===== config.mk =====
export PLATFORM = sky130hd
export DESIGN_NAME = butterfly_seq_ctrl_flat
export DESIGN_NICKNAME = d
export VERILOG_FILES = /design/src/rtl/butterfly_seq_ctrl_if.sv /design/src/rtl/butterfly_seq_ctrl.sv /design/src/flat_wrapper.sv
export SDC_FILE = /design/constraint.sdc
export NUM_CORES = 1
export LEC_CHECK = 0
export ABC_AREA = 1
export BUFFER_PORTS_ARGS = -buffer_cell sky130_fd_sc_hd__buf_2
export CAP_MARGIN = 20
export CORE_ASPECT_RATIO = 0.75
export CORE_MARGIN = 8
export CORE_UTILIZATION = 45
export DETAILED_ROUTE_END_ITERATION = 7
export PLACE_DENSITY = 0.65
export SETUP_SLACK_MARGIN = 0.5
export SYNTH_ARGS = -nofsm -noshare
export SYNTH_HDL_FRONTEND = slang
export SYNTH_SLANG_ARGS = --single-unit
export TNS_END_PERCENT = 5

===== constraint.sdc =====
create_clock -name Clock -period 1.26 [get_ports Clock]
set_input_delay 0.126 -clock Clock [delete_from_list [all_inputs] [get_ports Clock]]
set_output_delay 0.126 -clock Clock [all_outputs]
set_load 0.005 [all_outputs]

===== src/rtl/butterfly_seq_ctrl_if.sv =====
// Operator-facing handshake bundle for the butterfly sequence controller:
// switch/abort inputs plus the load, compute and display enables.
interface butterfly_seq_ctrl_if #(
    parameter int unsigned NUM_LOADS = 3,
    parameter int unsigned NUM_DISP  = 2
);
    localparam int unsigned IDX_W = (NUM_LOADS > 1) ? $clog2(NUM_LOADS) : 1;

    logic                 ReadyIn;
    logic                 Clear;
    logic [NUM_LOADS-1:0] load_en;
    logic [IDX_W-1:0]     load_idx;
    logic                 compute;
    logic [NUM_DISP-1:0]  disp_en;
    logic                 ready_db;
    logic                 busy;
    logic                 done;

    modport master (
        output ReadyIn, Clear,
        input  load_en, load_idx, compute, disp_en, ready_db, busy, done
    );

    modport slave (
        input  ReadyIn, Clear,
        output load_en, load_idx, compute, disp_en, ready_db, busy, done
    );
endinterface


===== src/rtl/butterfly_seq_ctrl.sv =====
// Switch-stepped butterfly controller: debounced ReadyIn toggles walk through
// NUM_LOADS operand loads, a fixed compute window and NUM_DISP display pages.
module butterfly_seq_ctrl #(
    parameter int unsigned NUM_LOADS       = 3,
    parameter int unsigned NUM_DISP        = 2,
    parameter int unsigned COMPUTE_CYCLES  = 1,
    parameter int unsigned DEBOUNCE_CYCLES = 4
) (
    input logic                Clock,
    input logic                Reset,
    butterfly_seq_ctrl_if.slave bus
);
    localparam int unsigned STEP_W = (NUM_LOADS > 1) ? $clog2(NUM_LOADS) : 1;
    localparam int unsigned PAGE_W = (NUM_DISP > 1) ? $clog2(NUM_DISP) : 1;
    localparam int unsigned DB_W   = (DEBOUNCE_CYCLES > 1) ? $clog2(DEBOUNCE_CYCLES) : 1;
    localparam int unsigned CC_W   = 8;

    typedef enum logic [3:0] {
        S_IDLE, S_WAIT_LO, S_WAIT_HI, S_LOAD, S_COMPUTE,
        S_DISP_LO, S_DISP_HI, S_DISP, S_DONE
    } state_e;

    state_e              state_q, state_d;
    logic [STEP_W-1:0]   step_q, step_d;
    logic [PAGE_W-1:0]   page_q, page_d;
    logic [CC_W-1:0]     ccnt_q, ccnt_d;
    logic                sync1_q, sync2_q;
    logic                db_q, db_d;
    logic [DB_W-1:0]     dbcnt_q, dbcnt_d;
    logic [NUM_LOADS-1:0] load_en_q, load_en_d;
    logic [NUM_DISP-1:0] disp_en_q, disp_en_d;
    logic                compute_q, compute_d;
    logic                busy_q, busy_d;
    logic                done_q, done_d;

    // Debounce: ready_db flips only after DEBOUNCE_CYCLES consecutive disagreeing samples.
    always_comb begin
        db_d    = db_q;
        dbcnt_d = '0;
        if (sync2_q != db_q) begin
            if (dbcnt_q == DB_W'(DEBOUNCE_CYCLES - 1)) begin
                db_d = ~db_q;
            end else begin
                dbcnt_d = dbcnt_q + DB_W'(1);
            end
        end
    end

    always_ff @(posedge Clock or posedge Reset) begin
        if (Reset) begin
            sync1_q <= 1'b0;
            sync2_q <= 1'b0;
            db_q    <= 1'b0;
            dbcnt_q <= '0;
        end else begin
            sync1_q <= bus.ReadyIn;
            sync2_q <= sync1_q;
            db_q    <= db_d;
            dbcnt_q <= dbcnt_d;
        end
    end

    // Next-state logic; every wait needs a low before a high so a held switch never double-steps.
    always_comb begin
        state_d = state_q;
        step_d  = step_q;
        page_d  = page_q;
        ccnt_d  = ccnt_q;
        unique case (state_q)
            S_IDLE: begin
                step_d  = '0;
                page_d  = '0;
                state_d = S_WAIT_LO;
            end
            S_WAIT_LO: if (!db_q) state_d = S_WAIT_HI;
            S_WAIT_HI: if (db_q)  state_d = S_LOAD;
            S_LOAD: begin
                if (step_q == STEP_W'(NUM_LOADS - 1)) begin
                    ccnt_d  = '0;
                    state_d = S_COMPUTE;
                end else begin
                    step_d  = step_q + STEP_W'(1);
                    state_d = S_WAIT_LO;
                end
            end
            S_COMPUTE: begin
                ccnt_d = ccnt_q + CC_W'(1);
                if (ccnt_q == CC_W'(COMPUTE_CYCLES - 1)) state_d = S_DISP_LO;
            end
            S_DISP_LO: if (!db_q) state_d = S_DISP_HI;
            S_DISP_HI: if (db_q)  state_d = S_DISP;
            S_DISP: begin
                if (!db_q) begin
                    if (page_q == PAGE_W'(NUM_DISP - 1)) begin
                        state_d = S_DONE;
                    end else begin
                        page_d  = page_q + PAGE_W'(1);
                        state_d = S_DISP_HI;
                    end
                end
            end
            S_DONE:  state_d = S_IDLE;
            default: state_d = S_IDLE;
        endcase
        if (bus.Clear) begin
            state_d = S_IDLE;
            step_d  = '0;
            page_d  = '0;
        end
    end

    // Outputs are decoded from the next state and registered so they align with state_q.
    always_comb begin
        load_en_d = '0;
        disp_en_d = '0;
        for (int i = 0; i < int'(NUM_LOADS); i++) begin
            load_en_d[i] = (state_d == S_LOAD) && (step_d == STEP_W'(i));
        end
        for (int i = 0; i < int'(NUM_DISP); i++) begin
            disp_en_d[i] = (state_d == S_DISP) && (page_d == PAGE_W'(i));
        end
        compute_d = (state_d == S_COMPUTE);
        busy_d    = (state_d != S_IDLE);
        done_d    = (state_d == S_DONE);
    end

    always_ff @(posedge Clock or posedge Reset) begin
        if (Reset) begin
            state_q   <= S_IDLE;
            step_q    <= '0;
            page_q    <= '0;
            ccnt_q    <= '0;
            load_en_q <= '0;
            disp_en_q <= '0;
            compute_q <= 1'b0;
            busy_q    <= 1'b0;
            done_q    <= 1'b0;
        end else begin
            state_q   <= state_d;
            step_q    <= step_d;
            page_q    <= page_d;
            ccnt_q    <= ccnt_d;
            load_en_q <= load_en_d;
            disp_en_q <= disp_en_d;
            compute_q <= compute_d;
            busy_q    <= busy_d;
            done_q    <= done_d;
        end
    end

    assign bus.load_en  = load_en_q;
    assign bus.load_idx = step_q;
    assign bus.compute  = compute_q;
    assign bus.disp_en  = disp_en_q;
    assign bus.ready_db = db_q;
    assign bus.busy     = busy_q;
    assign bus.done     = done_q;
endmodule


===== src/flat_wrapper.sv =====
// flat-port wrapper written by rule: the top's interface ports become plain ports
module butterfly_seq_ctrl_flat 
#(
    parameter int unsigned NUM_LOADS       = 3,
    parameter int unsigned NUM_DISP        = 2,
    parameter int unsigned COMPUTE_CYCLES  = 1,
    parameter int unsigned DEBOUNCE_CYCLES = 4
)
  (Clock, Reset, bus_ReadyIn, bus_Clear, bus_load_en, bus_load_idx, bus_compute, bus_disp_en, bus_ready_db, bus_busy, bus_done);
  butterfly_seq_ctrl_if #(.NUM_LOADS(NUM_LOADS), .NUM_DISP(NUM_DISP)) bus_i ();
  input logic Clock;
  input logic Reset;
  input wire logic [$bits(bus_i.ReadyIn)-1:0] bus_ReadyIn;
  input wire logic [$bits(bus_i.Clear)-1:0] bus_Clear;
  output wire logic [$bits(bus_i.load_en)-1:0] bus_load_en;
  output wire logic [$bits(bus_i.load_idx)-1:0] bus_load_idx;
  output wire logic [$bits(bus_i.compute)-1:0] bus_compute;
  output wire logic [$bits(bus_i.disp_en)-1:0] bus_disp_en;
  output wire logic [$bits(bus_i.ready_db)-1:0] bus_ready_db;
  output wire logic [$bits(bus_i.busy)-1:0] bus_busy;
  output wire logic [$bits(bus_i.done)-1:0] bus_done;
  assign bus_i.ReadyIn = bus_ReadyIn;
  assign bus_i.Clear = bus_Clear;
  assign bus_load_en = bus_i.load_en;
  assign bus_load_idx = bus_i.load_idx;
  assign bus_compute = bus_i.compute;
  assign bus_disp_en = bus_i.disp_en;
  assign bus_ready_db = bus_i.ready_db;
  assign bus_busy = bus_i.busy;
  assign bus_done = bus_i.done;
  butterfly_seq_ctrl #(.NUM_LOADS(NUM_LOADS), .NUM_DISP(NUM_DISP), .COMPUTE_CYCLES(COMPUTE_CYCLES), .DEBOUNCE_CYCLES(DEBOUNCE_CYCLES)) u_core (.Clock(Clock), .Reset(Reset), .bus(bus_i));
endmodule

# After elaboration in Yosys (flattened, before gate mapping)
# Index checks and enable logic that the tools add are counted.
# classes
add_sub_neg,4
n_eq_ne,17
mux,21
n_bitwise,2
n_reduce_logical,12
# ops
cell,n
two-way mux 4 bit,8
one-hot mux 4 bit (8 select lines),1
"== test 4 x 3 -> 1 bit, second input constant",6
one-hot mux 8 bit (2 select lines),1
"== test 4 x 2 -> 1 bit, second input constant",3
"adder 8 x 1 -> 8 bit, second input constant",1
zero test 8 bit,1
two-way mux 2 bit,4
two-way mux 8 bit,1
"== test 2 bit, second input constant",3
logical AND 1 bit,5
"adder 2 x 1 -> 2 bit, second input constant",2
"== test 4 x 1 -> 1 bit, second input constant",1
"== test 4 bit, second input constant",1
zero test 4 bit,1
one-hot mux 2 bit (2 select lines),1
AND reduction 2 bit,2
nonzero test 4 bit,1
two-way mux 1 bit,3
two-way mux 3 bit,1
"== test 2 x 1 -> 1 bit, second input constant",1
zero test 2 bit,1
"!= test 2 x 1 -> 1 bit, second input constant",1
inverter 1 bit,2
other kinds (4),4
# word_totals
register_bits,28
input_bits,4
output_inout_bits,11
elab_cells,69

# Logic depth before layout (Yosys ltp)
# Gate-level depths: netlist of run 1.
# logic_depth
depth_word,7
mapped_depth,10
depth_no_buf,10

# Worst setup path after synthesis of run 1
# OpenSTA, ideal clock, no wires.
# synth_path
kind,reg2reg
start,"register u_core.step_q[0], in the netlist u_core.bus.load_idx[0]"
end,"register u_core.compute_q, in the netlist u_core.bus.compute"
setup_ns,0.071
arrival_ns,1.127
required_time_ns,1.189
path_slack_ns,0.061
path_stages_with_launch,9
n_path_buf,0
period_less_slack_ns,1.199
cell_sequence,dfrtp_1 > inv_1 > ha_1 > nor2_1 > nor2_1 > nand3_2 > nand2_1 > nand2_1 > nor2_1
# synth_between
elab_chain_len,5
# synth_rtl
item,line_no,text
from (decl),butterfly_seq_ctrl.sv:24,"logic [STEP_W-1:0] step_q, step_d;"
from (signal assigned),butterfly_seq_ctrl.sv:140,step_q <= step_d;
== test 2 bit,butterfly_seq_ctrl.sv:78,if (step_q == STEP_W'(NUM_LOADS - 1)) begin
two-way mux 3 bit,butterfly_seq_ctrl.sv:78,
one-hot mux 4 bit (8 select lines),butterfly_seq_ctrl.sv:69,unique case (state_q)
two-way mux 4 bit,butterfly_seq_ctrl.sv:105,if (bus.Clear) begin
== test 4 x 3 -> 1 bit,butterfly_seq_ctrl.sv:122,compute_d = (state_d == S_COMPUTE);
net u_core.compute_d,butterfly_seq_ctrl.sv:32,"logic compute_q, compute_d;"
to (signal assigned),butterfly_seq_ctrl.sv:145,compute_q <= compute_d;
to (decl),butterfly_seq_ctrl.sv:32,
# The timed path passes the listed nets, and every way through them passes these cells.
# A chain may end at the register's enable or synchronous reset.

# Final worst setup path of run 1
# layout_path
start,register u_core.state_q[2]
end,"register u_core.disp_en_q[1], in the netlist u_core.bus.disp_en[1]"
# layout_between
elab_chain_len,5
elab_cells_between_ends,20
# layout_rtl
item,line_no,text
from (decl),butterfly_seq_ctrl.sv:23,"state_e state_q, state_d;"
from (signal assigned),butterfly_seq_ctrl.sv:139,state_q <= state_d;
== test 4 x 3 -> 1 bit (tied with other cells),butterfly_seq_ctrl.sv:69,
one-hot mux 4 bit (8 select lines) (*),butterfly_seq_ctrl.sv:69,
two-way mux 4 bit (*),butterfly_seq_ctrl.sv:105,
net u_core.state_d[2],butterfly_seq_ctrl.sv:23,
== test 4 x 3 -> 1 bit (*),butterfly_seq_ctrl.sv:120,disp_en_d[i] = (state_d == S_DISP) && (page_d == PAGE_W'(i));
logical AND 1 bit (*),butterfly_seq_ctrl.sv:120,
net u_core.disp_en_d[1],butterfly_seq_ctrl.sv:31,"logic [NUM_DISP-1:0] disp_en_q, disp_en_d;"
to (signal assigned),butterfly_seq_ctrl.sv:144,disp_en_q <= disp_en_d;
to (decl),butterfly_seq_ctrl.sv:31,
# Mark *: on every way through the listed nets, which the timed path passes. The rest lies on a longest branch.

==> results of run 1 <==
## timing repair
item                                    4_1_cts  5_1_grt
pin swaps                                    13       10
hold endpoints to repair                     29       28
resized for setup                            27       13
endpoints found under the setup margin       36       36
buffers inserted                              3        1
## logic make-up after synthesis
family          share of synthesized area [%]
compound gates                           6.87
xor+xnor                                0.633
fa+ha+maj                                4.52
simple gates                             27.8
flops                                    50.6
buf+inv                                  9.49
## routing by layer
metal	global-route usage (%)	up-vias
met5	0	-
met4	2.71	0
met3	4.19	4
met2	18.6	35
met1	14.7	520
li1	-	575
## final timing paths
path                                        startpoint                               to  slack [ns]
max reg2reg                u_core.state_q[2]$_DFF_PP0_  u_core.bus.disp_en[1]$_DFF_PP0_       -0.09
min in group Clock                           bus_Clear        u_core.bus.busy$_DFF_PP0_        0.03
max in group asynchronous                        Reset      u_core.state_q[3]$_DFF_PP0_        1.07
min                                              Reset         u_core.sync1_q$_DFF_PP0_       -0.09
max                        u_core.state_q[2]$_DFF_PP0_  u_core.bus.disp_en[1]$_DFF_PP0_       -0.09
min reg2reg                   u_core.sync1_q$_DFF_PP0_         u_core.sync2_q$_DFF_PP0_        0.35
## cells in the final DEF, fill, tap and decap left out, drive strengths merged, types with 4 or more instances in the layout
master,n
nor2,18
nand3,17
o21ai,11
dfrtp,28
a21oi,4
inv,33
nor3,5
ha,5
nand2,41
buf,26
## state kept, by name, summed over array words and instances (netlist names)
| signal | flops |
|---|---|
| u_core.ccnt_q | 8 |
| u_core.state_q | 4 |
| u_core.bus.load_en | 3 |
| u_core.bus.disp_en | 2 |
| u_core.bus.load_idx | 2 |
| u_core.dbcnt_q | 2 |
| u_core.bus.busy | 1 |
| u_core.bus.compute | 1 |
| u_core.bus.done | 1 |
| u_core.bus.ready_db | 1 |
| u_core.page_q | 1 |
| u_core.sync1_q | 1 |
| u_core.sync2_q | 1 |
## layout make-up
class	instances	area share, %
timing repair buffer	27	10.1
multi-input combinational	104	37.9
tap	38	2.66
clock buffer	3	2.31
sequential	28	39.5
inverter	34	7.56
## worst max-delay path, delay by kind of cell, from the launching register on
kind                   cells  cell delay [ns]
and+or+nand+nor            7             0.70
DFF                        1             0.44
buffers and inverters      2             0.14
## per-stage QoR
| stage | cell area (µm²) | hold WS [ns] | total power, mW |
|---|---|---|---|
| floorplan | 1390 | 0.157 | 1.40 |
| global placement | 1570 | 0.203 | 1.55 |
| detailed placement | 1570 | 0.206 | 1.56 |
| CTS | 1720 | -0.0830 | 2.13 |
| global route | 1790 | -0.0624 | 2.37 |
| finish | 1790 | -0.0886 | 2.22 |
## where the power goes
part	total, mW	switching [mW]	internal (mW)	leakage, nW
sequential	1.09	0.110	0.981	0.373
clock	0.461	0.247	0.214	0.0216
combinational	0.664	0.357	0.307	0.555
total	2.22	0.713	1.50	0.949
==> reports/results.txt, run 1 <==
The Yosys step of the flow raised 0 warnings. For this design the top-level I/O count stands at 15. For the worst setup path, the data arrival time is 1.54 ns.

Cell with the largest stage delay on the worst path: sky130_fd_sc_hd__dfrtp_1. After filler insertion, the fill cell instance count of the layout stands at 244. The tools report the cell count after synthesis as 166. The most used flip-flop cell after synthesis was sky130_fd_sc_hd__dfrtp_1.

The number of failing hold endpoints at the final stage was 28; the vertical die dimension was 64.0 µm. The DRC violation total after the first TritonRoute iteration is 91, and the final weighted congestion in routability-driven placement is 0.867. Number of cell instances on the worst register-to-register path: 9. The routed wire length on met3 is 161 µm, and the number of diodes added for antenna fixing is 0. The critical path goes through nor2_4, nand2_4, inv_4, nand2_4, nand2_2, nand2_4, clkinv_4, nand3_2, nor2_1. The ratio of final minimum period to clock period came out at 107%. Setup repair after global routing could not meet its margin everywhere. By area the synthesized netlist is led by sky130_fd_sc_hd__dfrtp_1 (51%), sky130_fd_sc_hd__inv_1 (8.4%), sky130_fd_sc_hd__nand2_1 (8.4%). Detailed placement ended at an HPWL of 2.04 mm. The class of the tightest hold or removal check is in -> async. The startpoint type of the worst setup path is a register. The final critical delay including setup and external delays is 1.35 ns, and the register area share after synthesis is 50.6%.

The routed length per instance was 12.3 µm. Maximum level of the CTS H-tree: 1. Clock skew on the completed layout was measured at 0.00393 ns. The fraction of registers with async set or reset after synthesis works out to 100%. The proportion of netlist area held by the largest area contributor is 50.6%, and the number of buffers inserted during clock tree synthesis is 3. The logs give 175 for the post-synth net total and 21 for the unique cell type count in the Yosys netlist.

The later pin in the worst-skew pair is clocked with a latency of 0.27 ns. The slew at the pin closest to its max-slew limit works out to 0.357 ns. Number of vias per cell after detailed routing: 4.85. The number of max-slew violations in the final report is 0. The final reports fail on hold timing, setup timing.

TritonCTS built the clock tree. The total negative setup slack was -0.467 ns; the leakage dissipation was 0.949 nW. After global routing the overflow that remains totals 0.

In the final layout, the multi-input gates occupy 677 µm². The total standard cell area after synthesis was 1380 µm²; the count of buffers from port buffering was 14. The worst-case IR drop observed on VDD is 0.931 mV. The biggest cell delay along the critical path came out at 0.44 ns. The path type of the worst setup path is reg -> reg. The flow ran to the end, but the final reports show violations. For this run, design rule violations remaining after detail routing come to 0. The detailed-route wire length is 2.88 mm. No sink is reached through more buffers than the 2 on the longest clock path. The number of nets in the layout was 207. The run gives 17 as the number of rows in the core area. The run gives 0 as the count of antenna-violating nets left after detailed routing.

For the floorplan die area, the log shows 5120 µm². Uppermost metal layer occupied by signal nets: met4. The power density over the cells came out at 1240 nW/µm². The relative max-transition margin was 76.2%; the total routing usage reported by global routing was 11.7%. The effective utilization at floorplan was 47.1%.

STA puts the critical path data required time at 1.46 ns. The area taken by flip-flops and latches is 706 µm², and the horizontal die dimension is 80.0 µm. The logs give -0.0878 ns for the smallest setup slack after layout and 0 for the number of maximum-capacitance violations. The clock transition time at the flip-flop clock pins of the worst setup and hold paths works out to 0.09 ns. The via count of the first global-routing pass was 1044; the post-synthesis register bit count was 28. The post-route netlist has 37.8% of its cells at a drive strength greater than 1. After detailed placement, the design holds a cell count of 226.

The tools report the maximum achievable frequency as 0.742 GHz. The worst setup path is captured at a register. The biggest area contributor in the post-synthesis netlist is sky130_fd_sc_hd__dfrtp_1. The region available for standard cell placement spans 2940 µm². Counting stages on the worst path, the most repeated cell is sky130_fd_sc_hd__nand2_4.

For the met2 wirelength from detailed routing, the log shows 1.36 mm. The tools report the detailed-routing iteration count for the pre-antenna-repair pass as 4. The mean instance size in the synthesized netlist is 8.34 µm², and the final-layout worst hold slack is -0.0886 ns. For the number of buffers inserted by hold repair at cts, the log shows 1. The count of cells in the finished layout, fillers not included, comes to 234. By count the netlist is led by sky130_fd_sc_hd__inv_1 (31), sky130_fd_sc_hd__nand2_1 (31), sky130_fd_sc_hd__dfrtp_1 (28). Entering global routing, the biggest net connects 29 pins. At the end of the flow the core is filled with cells to 60.9%. For the global-route wire length before repair, the log shows 4.77 mm.

Compared with the post-synthesis result, the final layout area differs by 29.1%. After detailed routing, the wire length on met1 is 1.33 mm. Of all nets on the critical path, the largest fanout is 4. The detailed router placed 1134 vias in this run. The number of enable flip-flop cells after synthesis was 0. For the total of endpoints with negative setup slack in the final report, the log shows 12. The tools report the number of antenna violations at the first check in global routing as 0.

For the total clock sinks, the log shows 28. Clock tree synthesis selected as its root buffer the cell sky130_fd_sc_hd__clkbuf_8. Prior to clock tree synthesis, the placed netlist has a worst setup slack of -0.103 ns.
No activity file was read; power rests on OpenSTA's default activity.
==> inputs of run 2 (changes only) <==
--- a/config.mk
+++ b/config.mk
@@ -6,13 +6,13 @@
 export NUM_CORES = 1
 export LEC_CHECK = 0
 export ABC_AREA = 1
-export BUFFER_PORTS_ARGS = -buffer_cell sky130_fd_sc_hd__buf_2
 export CAP_MARGIN = 20
 export CORE_ASPECT_RATIO = 0.75
 export CORE_MARGIN = 8
 export CORE_UTILIZATION = 45
 export DETAILED_ROUTE_END_ITERATION = 7
-export PLACE_DENSITY = 0.65
+export DONT_BUFFER_PORTS = 1
+export PLACE_DENSITY = 0.61
 export SETUP_SLACK_MARGIN = 0.5
 export SYNTH_ARGS = -nofsm -noshare
 export SYNTH_HDL_FRONTEND = slang
==> run 2 against run 1 <==
Compared with the run above: the flow still finishes with violations (hold timing, setup timing); highest routed layer unchanged; clock skew up 0.0031 ns; cell count down 2.6%; combinational power up 3.8%; critical path type unchanged; routed wire length up 5.6%; cell area up 0.35%; setup slack worse by 0.038 ns; register-to-register slack worse by 0.04 ns; clock-buffer cell count unchanged; core utilization up 0.21 points; sequential cell count unchanged; fmax down 2.7%; critical path depth down 2.
==> reports/results.txt, run 2 (same netlist as run 1, synthesis figures left out) <==
The run finished, with violations left. The checks that failed: hold timing, setup timing. Slew at the pin closest to its max-slew limit: 0.365 ns. 0 antenna diodes ended up in the layout.

Category of the worst setup path capture point: a register. For the via count of the first global-routing pass, the log shows 1099. The routed wire length on met3 was 185 µm; the detailed placer's ending HPWL was 2.08 mm.

The post-route netlist has 36.3% of its cells at a drive strength greater than 1. The number of flip-flops under the largest register name came out at 8. For this run, the post-layout net count is 200. The worst hold path stage count was 1; the maximum level of the CTS H-tree was 1. The net switching share of the total power is 30.9%, and the count of buffers from port buffering is 0. Floorplan die area: 5120 µm². Walking the worst path, the cells encountered are nand2_4, buf_4, nor2_4, nand2_2, a21oi_4, nand2_4, nor3_2. The final-layout worst hold slack is -0.0899 ns, and the critical path depth is 7. The count of buffer and inverter cells on the critical path came out at 1. The global-route wire length before repair is 4.81 mm, and the number of maximum-capacitance violations is 0.

In this run the core area contains 17 standard-cell rows. Ranked by flip-flop count, first place goes to u_core.ccnt_q. On the final layout, the worst clock skew is 0.00698 ns.

Per report_power, the sequential group accounts for 44.1% of the total. Entering global routing, the biggest net connects 29 pins. Setup repair after global routing could not meet its margin everywhere.

The final core utilization came out at 61.1%. In the layout the commonest cells are sky130_fd_sc_hd__inv_1 (27), sky130_fd_sc_hd__nand2_1 (24), sky130_fd_sc_hd__dfrtp_1 (23). Setup violations remaining at the end of the flow were counted as 10. The cell seen most often among critical-path stages is sky130_fd_sc_hd__nand2_4. The worst endpoint data arrival time was 1.58 ns. The tools report the floorplan core area as 2940 µm². IR analysis of the VDD net gives a maximum drop of 0.800 mV. STA classifies the critical path startpoint as a register.

The first routing iteration left 85 violations. The longest clock path from root to sink contains 2 buffers. At the end of routability-driven placement, the weighted congestion stood at 0.881.

The number of antenna violations at the first check in global routing is 0, and the detailed-routing iteration count for the pre-antenna-repair pass is 4. The tools report the part of the total power dissipated in combinational logic as 27.7%. The top fanout value on the critical path is 5, and the number of failing hold endpoints at the final stage is 1.

The critical path is of the reg -> reg type. 15 I/O pins were placed. In this design, the stage delay of the slowest critical-path cell is 0.46 ns. The smallest setup slack after layout was -0.125 ns.

Clock network latency to the later pin of the worst-skew pair: 0.28 ns. The cell with the largest stage delay on the worst path was sky130_fd_sc_hd__dfrtp_2. The most common cell after layout, fill and taps aside was sky130_fd_sc_hd__inv_1. The vertical die dimension was 64.0 µm; the relative max-transition margin was 75.7%. In this run the worst hold path is classified as in -> reg. The smallest clock period supported by the final layout is computed as 1.39 ns.

Once the floorplan was initialized, standard cells occupied 47.1% of the core. The met1 wire length came out at 1.36 mm. The tools report the worst path required time as 1.45 ns. The logs give 28 for the total clock sinks and 216 for the cell total after placement. The analysis attributes to net switching a power of 768 µW.

Measured along the x axis, the die boundary spans 80.0 µm. After clock tree synthesis, the clock-pin slew on the worst setup and hold paths is 0.10 ns. TritonCTS built the clock tree. The total routing usage reported by global routing was 11.7%; the number of buffers inserted by hold repair at cts was 2. Power spread over the standard cell area amounts to 1390 nW/µm². The logs give 0 for the final global-route overflow total and 1120 for the routed via count. The post-layout instance count excluding filler cells came out at 228.

The kind of cell with the highest combined delay along the critical path is simple AND/OR/NAND/NOR gates. The internal power contribution came out at 1.72 mW. The logs give 3 for the number of buffers inserted during clock tree synthesis and 0 for the number of max-slew violations in the final report. The uppermost metal layer occupied by signal nets is met4. The ratio of final minimum period to clock period works out to 110%. Static timing analysis puts the maximum clock frequency at 0.722 GHz. After detailed routing, the average wire length per cell comes to 13.3 µm. The area growth from synthesis to layout is 29.6%.

After detailed routing, the met2 layer carries 1.47 mm of wire. For this design the static power due to leakage is 0.923 nW. Using the TritonRoute via totals, the vias-per-cell ratio works out to 4.91. In the routed design, unresolved DRC markers number 0. The clock network accounts for 28.2% of the total power. The number of cell instances on the worst register-to-register path is 7.

The tree is rooted in a sky130_fd_sc_hd__clkbuf_8. The run gives 3.04 mm as the detailed-route wire length. The detail route stage leaves a number of antenna-violating nets equal to 0.
run 2: cell count changes in the layout (fill, tap and decap cells not counted), moves of 2 or more:
cell	delta
sky130_fd_sc_hd__o21ai_0	+3
sky130_fd_sc_hd__buf_2	-13
sky130_fd_sc_hd__nand2_2	+2
sky130_fd_sc_hd__o21ai_1	-4
sky130_fd_sc_hd__buf_4	+4
run 2: final timing paths:
check | slack, ns | startpoint | endpoint
worst min-delay path | -0.09 | bus_Clear | u_core.bus.busy$_DFF_PP0_
min in group asynchronous | 0.35 | Reset | u_core.dbcnt_q[0]$_DFF_PP0_
max in group asynchronous | 0.61 | Reset | u_core.state_q[0]$_DFF_PP0_
worst min register to register | 0.36 | u_core.sync1_q$_DFF_PP0_ | u_core.sync2_q$_DFF_PP0_
worst max register to register | -0.13 | u_core.state_q[0]$_DFF_PP0_ | u_core.bus.load_en[0]$_DFF_PP0_
worst max-delay path | -0.13 | u_core.state_q[0]$_DFF_PP0_ | u_core.bus.load_en[0]$_DFF_PP0_
run 2: per-layer routing:
metal | track usage, % | vias up
met1 | 14.4 | 523
met4 | 2.04 | 0
met5 | 0 | -
met3 | 4.75 | 4
li1 | - | 563
met2 | 18.9 | 30
run 2: what timing repair did:
item	CTS	global route
pin swaps	5	11
setup endpoints to repair	36	36
hold endpoints to repair	30	1
setup buffers	2	4
gates resized for setup	13	24
gates cloned	0	0
run 2: through the flow:
stage	setup slack (ns)	TNS, ns	cell area [µm²]	total power, mW
after floorplan	0.0817	0	1390	1.40
after CTS	-0.0946	-0.507	1660	2.33
after global routing	-0.185	-1.48	1790	2.63
after global placement	-0.0995	-0.293	1530	1.53
after detailed placement	-0.133	-0.559	1530	1.55
final	-0.125	-0.627	1790	2.49
run 2: power by group through the flow:
stage	Combinational, mW	Clock (mW)	Sequential [mW]
2_1_floorplan	0.350	0	1.05
4_1_cts	0.547	0.726	1.06
3_3_place_gp	0.467	0	1.06
3_5_place_dp	0.489	0	1.06
5_1_grt	0.768	0.751	1.11
6_report	0.689	0.702	1.10
run 2: worst register-to-register path, cell delays in order (launching register included):
cell and delay [ns]:
sky130_fd_sc_hd__dfrtp_2 0.46, sky130_fd_sc_hd__nand2_4 0.08, sky130_fd_sc_hd__buf_4 0.15, sky130_fd_sc_hd__nor2_4 0.10, sky130_fd_sc_hd__nand2_2 0.07, sky130_fd_sc_hd__a21oi_4 0.22
sky130_fd_sc_hd__nand2_4 0.09, sky130_fd_sc_hd__nor3_2 0.14
run 2: final cells by class:
| type | count | area, µm² |
|---|---|---|
| sequential | 28 | 707 |
| tap | 38 | 47.5 |
| clock inverter | 1 | 30.0 |
| timing repair buffer | 20 | 166 |
| fill | 260 | 1140 |
| multi-input combinational | 104 | 669 |
| clock buffer | 3 | 41.3 |
| inverter | 34 | 131 |
